$ cat src/rtl/clk_meas_pkg.sv
// Shared types and constants for the clock frequency meter and its edge detector.
package clk_meas_pkg;

  typedef enum logic [1:0] {
    IDLE    = 2'd0,
    ARM     = 2'd1,
    MEASURE = 2'd2,
    STALL   = 2'd3
  } meas_state_t;

  localparam int SYNC_STAGES = 2;
  localparam int CNT_W_DEF   = 32;

endpackage

$ cat src/rtl/clk_freq_meter_if.sv
// Control/result bundle of the clock frequency meter: enable in, measurements out.
interface clk_freq_meter_if
  import clk_meas_pkg::*;
#(
  parameter int CNT_W = CNT_W_DEF
);
  logic             enable;
  logic [CNT_W-1:0] period;
  logic [CNT_W-1:0] high_time;
  logic             meas_valid;
  logic             timeout;

  modport master (output enable, input period, high_time, meas_valid, timeout);
  modport slave  (input enable, output period, high_time, meas_valid, timeout);
endinterface

$ cat src/rtl/sync_edge_det.sv
// Multi-stage synchroniser plus history flop producing one-cycle rise/fall pulses
// for an asynchronous input (measured clocks, buttons, ...).
module sync_edge_det
  import clk_meas_pkg::*;
#(
  parameter int STAGES = SYNC_STAGES
) (
  input  logic clk,
  input  logic rst_n,
  input  logic din,
  output logic rise,
  output logic fall
);
  logic [STAGES-1:0] sync_q;
  logic              hist_q;

  always_ff @(posedge clk or negedge rst_n) begin
    if (!rst_n) begin
      sync_q <= '0;
      hist_q <= 1'b0;
    end else begin
      sync_q <= {sync_q[STAGES-2:0], din};
      hist_q <= sync_q[STAGES-1];
    end
  end

  assign rise = sync_q[STAGES-1] & ~hist_q;
  assign fall = ~sync_q[STAGES-1] & hist_q;
endmodule

$ cat src/rtl/clk_freq_meter.sv
// Measures period and high time of a slow asynchronous clock in reference cycles.
// Optional stall watchdog enabled by defining CLK_FREQ_METER_TIMEOUT_EN.
//
//   state   | meaning
//   IDLE    | disabled, counter cleared
//   ARM     | waiting for the first rising edge
//   MEASURE | counting; fall latches high time, rise publishes results
//   STALL   | watchdog fired, waiting for the input to restart
module clk_freq_meter
  import clk_meas_pkg::*;
#(
  parameter int CNT_W       = CNT_W_DEF,
  parameter int TIMEOUT_CYC = 100_000_000
) (
  input logic            clk_100MHz,
  input logic            rst_n,
  input logic            meas_clk,
  clk_freq_meter_if.slave bus
);
  localparam logic [CNT_W-1:0] CNT_MAX = '1;
  localparam logic [63:0]      TO_LIM  = 64'(TIMEOUT_CYC) - 64'd1;

  meas_state_t      state;
  logic [CNT_W-1:0] cnt;
  logic [CNT_W-1:0] cnt_inc;
  logic [CNT_W-1:0] hi_lat;
  logic [CNT_W-1:0] period_q;
  logic [CNT_W-1:0] high_q;
  logic             valid_q;
  logic             rise;
  logic             fall;

  sync_edge_det #(.STAGES(SYNC_STAGES)) u_sync (
    .clk  (clk_100MHz),
    .rst_n(rst_n),
    .din  (meas_clk),
    .rise (rise),
    .fall (fall)
  );

  // Saturating increment shared by the counter and both published results.
  assign cnt_inc = (cnt == CNT_MAX) ? cnt : cnt + CNT_W'(1);

`ifdef CLK_FREQ_METER_TIMEOUT_EN
  logic timeout_q;
  assign bus.timeout = timeout_q;
`else
  logic unused_to;
  assign unused_to   = ^TO_LIM;
  assign bus.timeout = 1'b0;
`endif

  always_ff @(posedge clk_100MHz or negedge rst_n) begin
    if (!rst_n) begin
      state     <= IDLE;
      cnt       <= '0;
      hi_lat    <= '0;
      period_q  <= '0;
      high_q    <= '0;
      valid_q   <= 1'b0;
`ifdef CLK_FREQ_METER_TIMEOUT_EN
      timeout_q <= 1'b0;
`endif
    end else begin
      valid_q <= 1'b0;
      if (!bus.enable) begin
        state <= IDLE;
        cnt   <= '0;
      end else begin
        unique case (state)
          IDLE: begin
            cnt   <= '0;
            state <= ARM;
          end
          ARM: begin
            if (rise) begin
              cnt    <= '0;
              hi_lat <= '0;
              state  <= MEASURE;
            end
          end
          MEASURE: begin
            if (rise) begin
              period_q  <= cnt_inc;
              high_q    <= hi_lat;
              valid_q   <= 1'b1;
              cnt       <= '0;
              // cleared so a missing fall reads back as zero high time
              hi_lat    <= '0;
`ifdef CLK_FREQ_METER_TIMEOUT_EN
              timeout_q <= 1'b0;
`endif
            end else begin
              if (fall) hi_lat <= cnt_inc;
              cnt <= cnt_inc;
`ifdef CLK_FREQ_METER_TIMEOUT_EN
              if (64'(cnt) == TO_LIM) begin
                timeout_q <= 1'b1;
                state     <= STALL;
              end
`endif
            end
          end
`ifdef CLK_FREQ_METER_TIMEOUT_EN
          STALL: begin
            // timeout stays flagged until a full period has been measured again
            if (rise) begin
              cnt    <= '0;
              hi_lat <= '0;
              state  <= MEASURE;
            end
          end
`endif
          default: state <= IDLE;
        endcase
      end
    end
  end

  assign bus.period     = period_q;
  assign bus.high_time  = high_q;
  assign bus.meas_valid = valid_q;
endmodule

$ cat src/flat_wrapper.sv
// flat-port wrapper written by rule: the top's interface ports become plain ports
module clk_freq_meter_flat import clk_meas_pkg::*;
#(
  parameter int CNT_W       = CNT_W_DEF,
  parameter int TIMEOUT_CYC = 100_000_000
)
  (clk_100MHz, rst_n, meas_clk, bus_enable, bus_period, bus_high_time, bus_meas_valid, bus_timeout);
  clk_freq_meter_if #(.CNT_W(CNT_W)) bus_i ();
  input logic clk_100MHz;
  input logic rst_n;
  input logic meas_clk;
  input wire logic [$bits(bus_i.enable)-1:0] bus_enable;
  output wire logic [$bits(bus_i.period)-1:0] bus_period;
  output wire logic [$bits(bus_i.high_time)-1:0] bus_high_time;
  output wire logic [$bits(bus_i.meas_valid)-1:0] bus_meas_valid;
  output wire logic [$bits(bus_i.timeout)-1:0] bus_timeout;
  assign bus_i.enable = bus_enable;
  assign bus_period = bus_i.period;
  assign bus_high_time = bus_i.high_time;
  assign bus_meas_valid = bus_i.meas_valid;
  assign bus_timeout = bus_i.timeout;
  clk_freq_meter #(.CNT_W(CNT_W), .TIMEOUT_CYC(TIMEOUT_CYC)) u_core (.clk_100MHz(clk_100MHz), .rst_n(rst_n), .meas_clk(meas_clk), .bus(bus_i));
endmodule
$ cat config.mk
export PLATFORM = sky130hd
export DESIGN_NAME = clk_freq_meter_flat
export DESIGN_NICKNAME = d
export VERILOG_FILES = /design/src/rtl/clk_meas_pkg.sv /design/src/rtl/clk_freq_meter_if.sv /design/src/rtl/sync_edge_det.sv /design/src/rtl/clk_freq_meter.sv /design/src/flat_wrapper.sv
export SDC_FILE = /design/constraint.sdc
export NUM_CORES = 1
export LEC_CHECK = 0
export CAP_MARGIN = 25
export CORE_MARGIN = 4
export CORE_UTILIZATION = 55
export DETAILED_ROUTE_END_ITERATION = 6
export PLACE_DENSITY = 0.79
export SLEW_MARGIN = 0
export SYNTH_ARGS = -nofsm -noshare
export SYNTH_HDL_FRONTEND = slang
export SYNTH_HIERARCHICAL = 1
export SYNTH_SLANG_ARGS = --single-unit
$ cat constraint.sdc
create_clock -name clk_100MHz -period 2.7 [get_ports clk_100MHz]
set_clock_uncertainty 0.15 [all_clocks]
set_input_delay 0.54 -clock clk_100MHz [delete_from_list [all_inputs] [get_ports clk_100MHz]]
set_output_delay 0.54 -clock clk_100MHz [all_outputs]
set_load 0.03 [all_outputs]
**Yosys cells after proc, flatten, opt, wreduce, memory -nomap -nowiden**

Index checks and enable logic that the tools add are counted.

- Bits in registers: 134
- Input bits: 4

- $add $sub $neg: 1
- Eq/ne operators: 8
- Mux-type cells: 14
- Bitwise logic cells: 4
- Reduce and logical (&&, ||, !) cells: 6

Operators by type and width:

| cell | count |
|---|---|
| two-way mux 32 bit | 6 |
| case mux 32 bit (3 select lines) | 1 |
| case mux 32 bit (2 select lines) | 1 |
| adder 32 x 1 -> 32 bit, second input constant | 1 |
| equality test 32 bit, second input constant | 1 |
| case mux 2 bit (3 select lines) | 1 |
| two-way mux 2 bit | 2 |
| inequality test 4 x 1 -> 1 bit, second input constant | 1 |
| AND reduction 2 bit | 2 |
| AND reduction 4 bit | 1 |
| two-way mux 1 bit | 3 |
| inequality test 3 x 1 -> 1 bit, second input constant | 1 |
| inequality test 3 x 2 -> 1 bit, second input constant | 1 |
| AND reduction 3 bit | 1 |
| bitwise AND 1 bit | 2 |
| equality test 2 x 1 -> 1 bit, second input constant | 1 |
| equality test 2 bit, second input constant | 1 |
| logical NOT 2 bit | 1 |
| inequality test 2 x 1 -> 1 bit, second input constant | 1 |
| inequality test 2 bit, second input constant | 1 |
| NOT 1 bit | 2 |
| nonzero test 2 bit | 1 |

**Logic depth before layout (Yosys ltp)**

Gate-level depths: netlist of run 1.

- Depth after elaboration: 5
- Gate-level depth with buffers: 9
- Mapped depth without buffers: 7

**By module**

The synthesis of run 1 kept the hierarchy.

Modules (own cells, without submodules):

| module | times used | cells an instance | area each (µm²) |
|---|---|---|---|
| clk_freq_meter | 1 | 630 | 5848.1 |
| sync_edge_det | 1 | 5 | 90.1 |

**Worst setup path before layout of run 1**

No wires, ideal clock.

- Path kind: register to register
- Start: register u_core.cnt[0]
- End: register u_core.period_q[2], in the netlist u_core/bus.period[2]
- Data arrival time: 1.939 ns
- Required time: 2.416 ns
- Slack: 0.477 ns
- Stages on the path, launching flop included: 10
- Clock period less this slack: 2.223 ns
- Cell sequence: dfrtp_1 > ha_1 > and3_1 > buf_2 > nand4_2 > or3_1 > buf_2 > and2_4 > xnor2_1 > o21ai_0

- Word-level cells in the longest chain between the ends: 2
- Elaborated cells on any way between the ends: 3
- Classes of those cells: 1 x add/sub; 1 x eq/ne; 1 x mux

Ends and longest elaborated chain:

| what | RTL line | source |
|---|---|---|
| start, declared | clk_freq_meter.sv:24 | `logic [CNT_W-1:0] cnt;` |
| start signal, assigned | clk_freq_meter.sv:95 | `cnt <= cnt_inc;` |
| adder 32 x 1 -> 32 bit / equality test 32 bit (equally long branches) | clk_freq_meter.sv:42 | `assign cnt_inc = (cnt == CNT_MAX) ? cnt : cnt + CNT_W'(1);` |
| two-way mux 32 bit * | clk_freq_meter.sv:42 |  |
| end signal, assigned | clk_freq_meter.sv:84 | `period_q <= cnt_inc;` |
| end, declared | clk_freq_meter.sv:27 | `logic [CNT_W-1:0] period_q;` |

Mark *: on every way between the ends. The rest lies on a longest branch, timed or not.
A chain may end at the register's enable or synchronous reset.

**Final worst setup path of run 1**

- Start: register u_core.cnt[0]
- End: register u_core.hi_lat[21]

- Word-level cells in the longest chain between the ends: 5
- Elaborated cells on any way between the ends: 6
- Classes of those cells: 1 x add/sub; 1 x eq/ne; 4 x mux

Ends and longest elaborated chain:

| what | RTL line | source |
|---|---|---|
| adder 32 x 1 -> 32 bit / equality test 32 bit (equally long branches) | clk_freq_meter.sv:42 |  |
| two-way mux 32 bit * | clk_freq_meter.sv:42 |  |
| two-way mux 32 bit * | clk_freq_meter.sv:94 | `if (fall) hi_lat <= cnt_inc;` |
| two-way mux 32 bit * | clk_freq_meter.sv:83 | `if (rise) begin` |
| case mux 32 bit (2 select lines) * | clk_freq_meter.sv:70 | `unique case (state)` |
| end signal, assigned | clk_freq_meter.sv:94 |  |
| end, declared | clk_freq_meter.sv:26 | `logic [CNT_W-1:0] hi_lat;` |

Mark *: on every way between the ends. The rest lies on a longest branch, timed or not. The select of a mux whose other input is x is not followed.

==> impl_results.md, run 1 <==
- Status: finished, final reports clean
- DRC: 0
- CP delay by family, top: compound AO/OA/AOI/OAI gates
- Vias in the first global route: 4919
- Number of vias per cell: 5.87
- CP max-delay cell: dfrtp_1
- Die Span Y: 112 µm
- Most frequent cells in the layout: nand2_1, dfrtp_1, o21ai_0
- Worst Path Arrival: 2.68 ns
- Worst Path Buf+Inv: 1
- Post-layout min period: 2.44 ns
- Mapped Area: 5940 µm²
- DR iter-0 viols: 491
- Final WS setup: 0.258 ns
- Commonest non-fill, non-tap cell in the layout: nand2_1
- Cells after Synth: 635
- Multi-input logic area: 2400 µm²
- Worst-path clk slew: 0.06 ns
- Avg WL per Cell: 17.1 µm
- Die width: 112 µm
- Final HPWL DP: 9550 µm
- Syn nets: 640
- Worst hold path type: flip-flop to flip-flop
- EDFF count, synth: 0
- Final hold violations: 0
- Area delta synth->final: 25.1%
- Total CTS buffers: 17
- Vias: 4987
- Clock Tree Buf Depth: 2
- GRT Residual Overflow: 0
- Synth Area in Compound Gates: 13.3%
- DRT Pass-1 Iters: 7
- Htree depth: 4
- Sink Count: 134
- Final number of setup-violating endpoints: 0
- First-pass GRT wire length: 24500 µm
- Hold buffer count at CTS: 1
- Die area: 12500 µm²
- Crit Path Class: flip-flop to flip-flop
- CP Launch Type: flip-flop
- Worst Setup End Kind: flip-flop
- Mux cell area share after synthesis: 0.358%
- Slew Viols, Final: 0
- Gr usage total: 24.4%
- Synthesized area per cell: 9.35 µm²
- Port bufs: 68
- Worst Max-Slew Pin Slew: 0.572 ns
- Leak pwr: 3.41 nW
- Row count: 37
- # IOs: 70
- Dpl ws: 0.246 ns
- Yosys warnings: 6
- Core Area: 10400 µm²
- Initial Utilization: 57.0%
- Ant diodes: 0
- Post-route total power: 0.00453 W
- CTS resizes: 0
- Largest net degree at the start of global routing: 67
- Setup_tns: 0 ns
- Cell Pwr Density: 610 nW/µm²
- WP data required: 2.94 ns
- Crit share post-route: 90.5%
- Final Hold Slack: 0.203 ns
- RSZ-0062 raised after global routing: no
- Critical path peak fanout: 9
- Antenna viol nets, final: 0
- Distinct cells, synth: 45
- Postcts setup bufs: 0
- MaxCap Viol Count: 0
- Max VDD drop: 0.333 mV
- Sequential cell area: 3350 µm²
- Yosys reg bits: 134
- CTS root buffer: clkbuf_8
- Nets@finish: 706
- Fill count: 744
- Initial antenna violation count: 0
- Max-slew headroom: 61.9%
- Post-Synth XOR/XNOR Area: 4.28%
- Post-synth top flop: dfrtp_1
- TritonCTS clock tree: done
- Worst path max stage delay: 0.43 ns
- Ys async rst share: 100%
- Share of cells above drive strength 1: 9.52%
- Post-Synth Simple-Gate Area: 22.1%
- Area share of fa/ha/maj cells after synthesis: 0.211%
- Final GP Congestion: 0.860
- Final WL: 14600 µm
- CP Cell Sequence: ha_1, and3_1, buf_4, a31oi_4, nand4_1, xnor2_1, o21ai_0
- Latest clock arrival within the worst-skew pair: 0.53 ns
- Largest family of logic cells by synthesized area: simple AND/OR/NAND/NOR gates
- Sequential cell area fraction in the yosys report: 56.5%
- F_max: 409 MHz
[synth_stat cells, types with 6 or more instances]
cell | count | area [µm²]
buf_2 | 9 | 45.0
a31oi_1 | 18 | 113
dfrtp_1 | 134 | 3350
nand3_1 | 20 | 100
and3_1 | 11 | 68.8
a21oi_1 | 16 | 80.1
xnor2_1 | 11 | 96.3
o21ai_0 | 84 | 420
nand2_1 | 194 | 728
or3_1 | 8 | 50.1
nor2_1 | 10 | 37.5
clkbuf_1 | 27 | 101
nand4_1 | 8 | 50.1
xor2_1 | 18 | 158
and4_1 | 6 | 52.6
[metrics by stage]
| stage | cells | instance area [µm²] | utilization (%) |
|---|---|---|---|
| CTS | 850 | 7430 | 71.3 |
| global route | 850 | 7430 | 71.3 |
| global placement | 817 | 6800 | 65.3 |
| floorplan | 635 | 5940 | - |
| detailed placement | 817 | 6800 | 65.3 |
| finish | 850 | 7430 | 71.3 |
[flip-flops by register name (all words and copies together) (netlist names)]
name	cells
u_core/bus.high_time	32
u_core/bus.period	32
u_core/cnt	32
u_core/hi_lat	32
u_core/state	2
u_core/u_sync/sync_q	2
u_core/bus.meas_valid	1
u_core/u_sync/hist_q	1
[where the power goes]
| part | leakage, nW | total [W] | internal [W] | switching (W) |
|---|---|---|---|---|
| Combinational | 1.25 | 0.000119 | 0.0000316 | 0.0000878 |
| Clock | 0.301 | 0.00239 | 0.00155 | 0.000843 |
| Sequential | 1.86 | 0.00202 | 0.00202 | 0.00000597 |
[per-layer routing]
layer  track usage (%)  wire length, µm  up-vias  part of all wire (%)
met5                 0                0        -                     0
met2              39.0             7080      205                    49
met3              5.49             1080       21                   7.4
li1                  -                -     2303                     -
met4              8.68              226        0                   1.6
met1              32.9             6190     2458                    42
[area by class of cell]
cell class,count,share of cell area [%]
flip-flops and latches,134,45.1
repair buffers,89,11.8
inverters,4,0.202
clock buffers,20,6.00
multi-input cells,455,32.3
clock inverters,12,2.32
well taps,136,2.29
[logic make-up after synthesis]
group / count (synthesis)
compound gates: 137
xor+xnor: 29
fa+ha+maj: 1
buf+inv: 46
flops: 134
mux: 2
other cells: 1
simple gates: 285
[path summary, 6_finish.rpt]
path	from	to	slack, ns	cells past startpoint
max in group asynchronous	rst_n	u_core/bus.high_time[0]	1.35	3
setup reg to reg	u_core/cnt[0]	u_core/hi_lat[21]	0.26	7
setup / recovery	u_core/cnt[0]	u_core/hi_lat[21]	0.26	7
hold reg to reg	u_core/u_sync/sync_q[0]	u_core/u_sync/sync_q[1]	0.20	0
min in group asynchronous	rst_n	u_core/bus.period[7]	0.40	2
hold / removal	u_core/u_sync/sync_q[0]	u_core/u_sync/sync_q[1]	0.20	0
No activity file was read; power rests on OpenSTA's default activity.
==> run 2, diff against run 1 <==
--- a/config.mk
+++ b/config.mk
@@ -8,6 +8,7 @@
 export CAP_MARGIN = 25
 export CORE_MARGIN = 4
 export CORE_UTILIZATION = 55
+export CTS_BUF_LIST = sky130_fd_sc_hd__clkbuf_4 sky130_fd_sc_hd__clkbuf_8
 export DETAILED_ROUTE_END_ITERATION = 6
 export PLACE_DENSITY = 0.79
 export SLEW_MARGIN = 0
==> impl_results.md, run 2 (synthesis results as in run 1) <==
- Leak pwr: 3.33 nW (-2.3%)
- Vias in the first global route: 4736 (-3.7%)
- Hold path cells: 0 (unchanged)
- Crit share post-route: 89.4% (-1.1 points)
- Power share of the combinational group: 3.0% (+0.4 points)
- Hold endpoint: u_core/u_sync/sync_q[1]
- Hold path startpoint: u_core/u_sync/sync_q[0]
- Worst hold path type: flip-flop to flip-flop
- RSZ-0062 raised after global routing: no
- Final hold violations: 0 (unchanged)
- WP data required: 2.85 ns (-0.09 ns)
- CP Cell Sequence: ha_1, and3_1, buf_4, a31oi_4, nand4_1, xnor2_1, o21ai_0
- Antenna viol nets, final: 0 (unchanged)
- DR iter-0 viols: 428 (-13%)
- Initial antenna violation count: 0 (unchanged)
- Max VDD drop: 0.285 mV (-14%)
- Htree depth: 4 (unchanged)
- Seq pwr share: 51.0% (+6.4 points)
- Total CTS buffers: 17 (unchanged)
- Status: finished, final reports clean
- Cell Pwr Density: 547 nW/µm² (-10%)
- Final Hold Slack: 0.204 ns (+0.00117 ns)
- CP delay by family, top: compound AO/OA/AOI/OAI gates
- Post-route total power: 0.00396 W (-13%)
- Worst R2R Start: u_core/cnt[0]
- GRT Residual Overflow: 0 (unchanged)
- Avg WL per Cell: 16.4 µm (-4.3%)
- Nets@finish: 706 (unchanged)
- Commonest non-fill, non-tap cell in the layout: nand2_1
- Row count: 37 (unchanged)
- Worst R2R Setup Slack: 0.29 ns (+0.03 ns)
- CP Launch Point: u_core/cnt[0]
- Final Util: 69.6% (-1.7 points)
- Sink Count: 134 (unchanged)
- Clock power share: 46.0% (-6.7 points)
- Initial Utilization: 57.0% (unchanged)
- Clock Tree Buf Depth: 2 (unchanged)
- Reg2reg path depth: 7 (unchanged)
- CTS root buffer: clkbuf_8
- Vias: 4877 (-2.2%)
- CP max-delay cell: dfrtp_1
- Multi-input logic area: 2400 µm² (unchanged)
- # IOs: 70 (unchanged)
- Final HPWL DP: 9550 µm (unchanged)
- Net switching power: 0.000853 W (-9.0%)
- Worst Setup End Kind: flip-flop
- Ant diodes: 0 (unchanged)
- Fill count: 781 (+5.0%)
- FF-to-FF End: u_core/hi_lat[21]
- Worst-path clk slew: 0.07 ns (about the same)
- F_max: 414 MHz (+1.2%)
- Final number of setup-violating endpoints: 0 (unchanged)
- Latest clock arrival within the worst-skew pair: 0.44 ns (-0.09 ns)
- Worst Path Arrival: 2.56 ns (-0.12 ns)
- Layout Cells excl Fill: 850 (unchanged)
- Area delta synth->final: 22.1%
- Worst path max stage delay: 0.43 ns (about the same)
- Share of cells above drive strength 1: 9.66% (+0.14 points)
- Largest net degree at the start of global routing: 67 (unchanged)
- Crit Path Class: flip-flop to flip-flop
- DRC: 0 (unchanged)
- Critical path peak fanout: 9 (unchanged)
- Max-slew headroom: 62.7% (+0.81 points)
- Most frequent cells in the layout: nand2_1, dfrtp_1, o21ai_0
- Die area: 12500 µm² (unchanged)
- CP Launch Type: flip-flop
- Die width: 112 µm (unchanged)
- Core Area: 10400 µm² (unchanged)
- DRT Pass-1 Iters: 7 (unchanged)
- Cells after DPL: 817 (unchanged)
- Sequential cell area: 3350 µm² (unchanged)
- Final WL: 13900 µm (-4.3%)
- Switch share: 21.5% (+0.85 points)
- Post-layout min period: 2.41 ns (-0.0284 ns)
- Slew Viols, Final: 0 (unchanged)
- Worst Max-Slew Pin Slew: 0.557 ns (-0.0152 ns)
- First-pass GRT wire length: 23400 µm (-4.8%)
- Int Pwr: 0.00311 W (-14%)
- Die Span Y: 112 µm (unchanged)
- Port bufs: 68 (unchanged)
- MaxCap Viol Count: 0 (unchanged)
- TritonCTS clock tree: done
- Final GP Congestion: 0.860 (unchanged)
- Setup_tns: 0 ns (unchanged)
- Number of vias per cell: 5.74 (-2.2%)
- Worst Path Buf+Inv: 1 (unchanged)
- Gr usage total: 23.2% (-1.2 points)
## run 2: repair_timing
item,CTS,global route
hold buffers,1,0
gates resized for setup,0,0
hold endpoints to repair,38,0
buffers inserted,0,0
## run 2: final cells by class
cell class                      count  area share, %
Clock buffer                       20           3.71
Timing Repair Buffer               89           12.1
Clock inverter                     12           2.38
Tap cell                          136           2.35
Inverter                            4          0.207
Multi-Input combinational cell    455           33.1
Sequential cell                   134           46.2
## run 2: metrics by stage
| step | instance area (µm²) | setup WS [ns] |
|---|---|---|
| global placement | 6800 | 0.301 |
| detailed placement | 6800 | 0.246 |
| global route | 7250 | 0.141 |
| floorplan | 5940 | 0.477 |
| finish | 7250 | 0.286 |
| CTS | 7250 | 0.326 |
## run 2: metal layers
| layer | vias up | track usage [%] | wire length, µm |
|---|---|---|---|
| met5 | - | 0 | 0 |
| met4 | 0 | 7.14 | 177 |
| met3 | 18 | 5.49 | 1000 |
| met2 | 174 | 36.7 | 6670 |
| met1 | 2394 | 32.0 | 6090 |
| li1 | 2291 | - | - |
## run 2: power by group through the flow
stage	clock [W]	sequential, W	combinational [W]
global route	0.00195	0.00202	0.000133
global placement	0	0.00206	0.000116
detailed placement	0	0.00206	0.000119
finish	0.00183	0.00202	0.000118
CTS	0.00187	0.00202	0.000121
floorplan	0	0.00207	0.0000372
## run 2: worst register-to-register path: stages, from the launching register on
cell,delay [ns]
dfrtp_1,0.43
ha_1,0.27
and3_1,0.22
buf_4,0.17
a31oi_4,0.34
nand4_1,0.22
xnor2_1,0.36
o21ai_0,0.13
## run 2: worst max-delay path by stage
stage          cells past startpoint  slack (ns)                    to
3_3_place_gp                       5        0.30        u_core/cnt[27]
6_report                           7        0.29     u_core/hi_lat[21]
4_1_cts                            7        0.33     u_core/hi_lat[21]
2_1_floorplan                      9        0.48  u_core/bus.period[2]
5_1_grt                            7        0.14     u_core/hi_lat[14]
3_5_place_dp                       5        0.25         u_core/cnt[0]
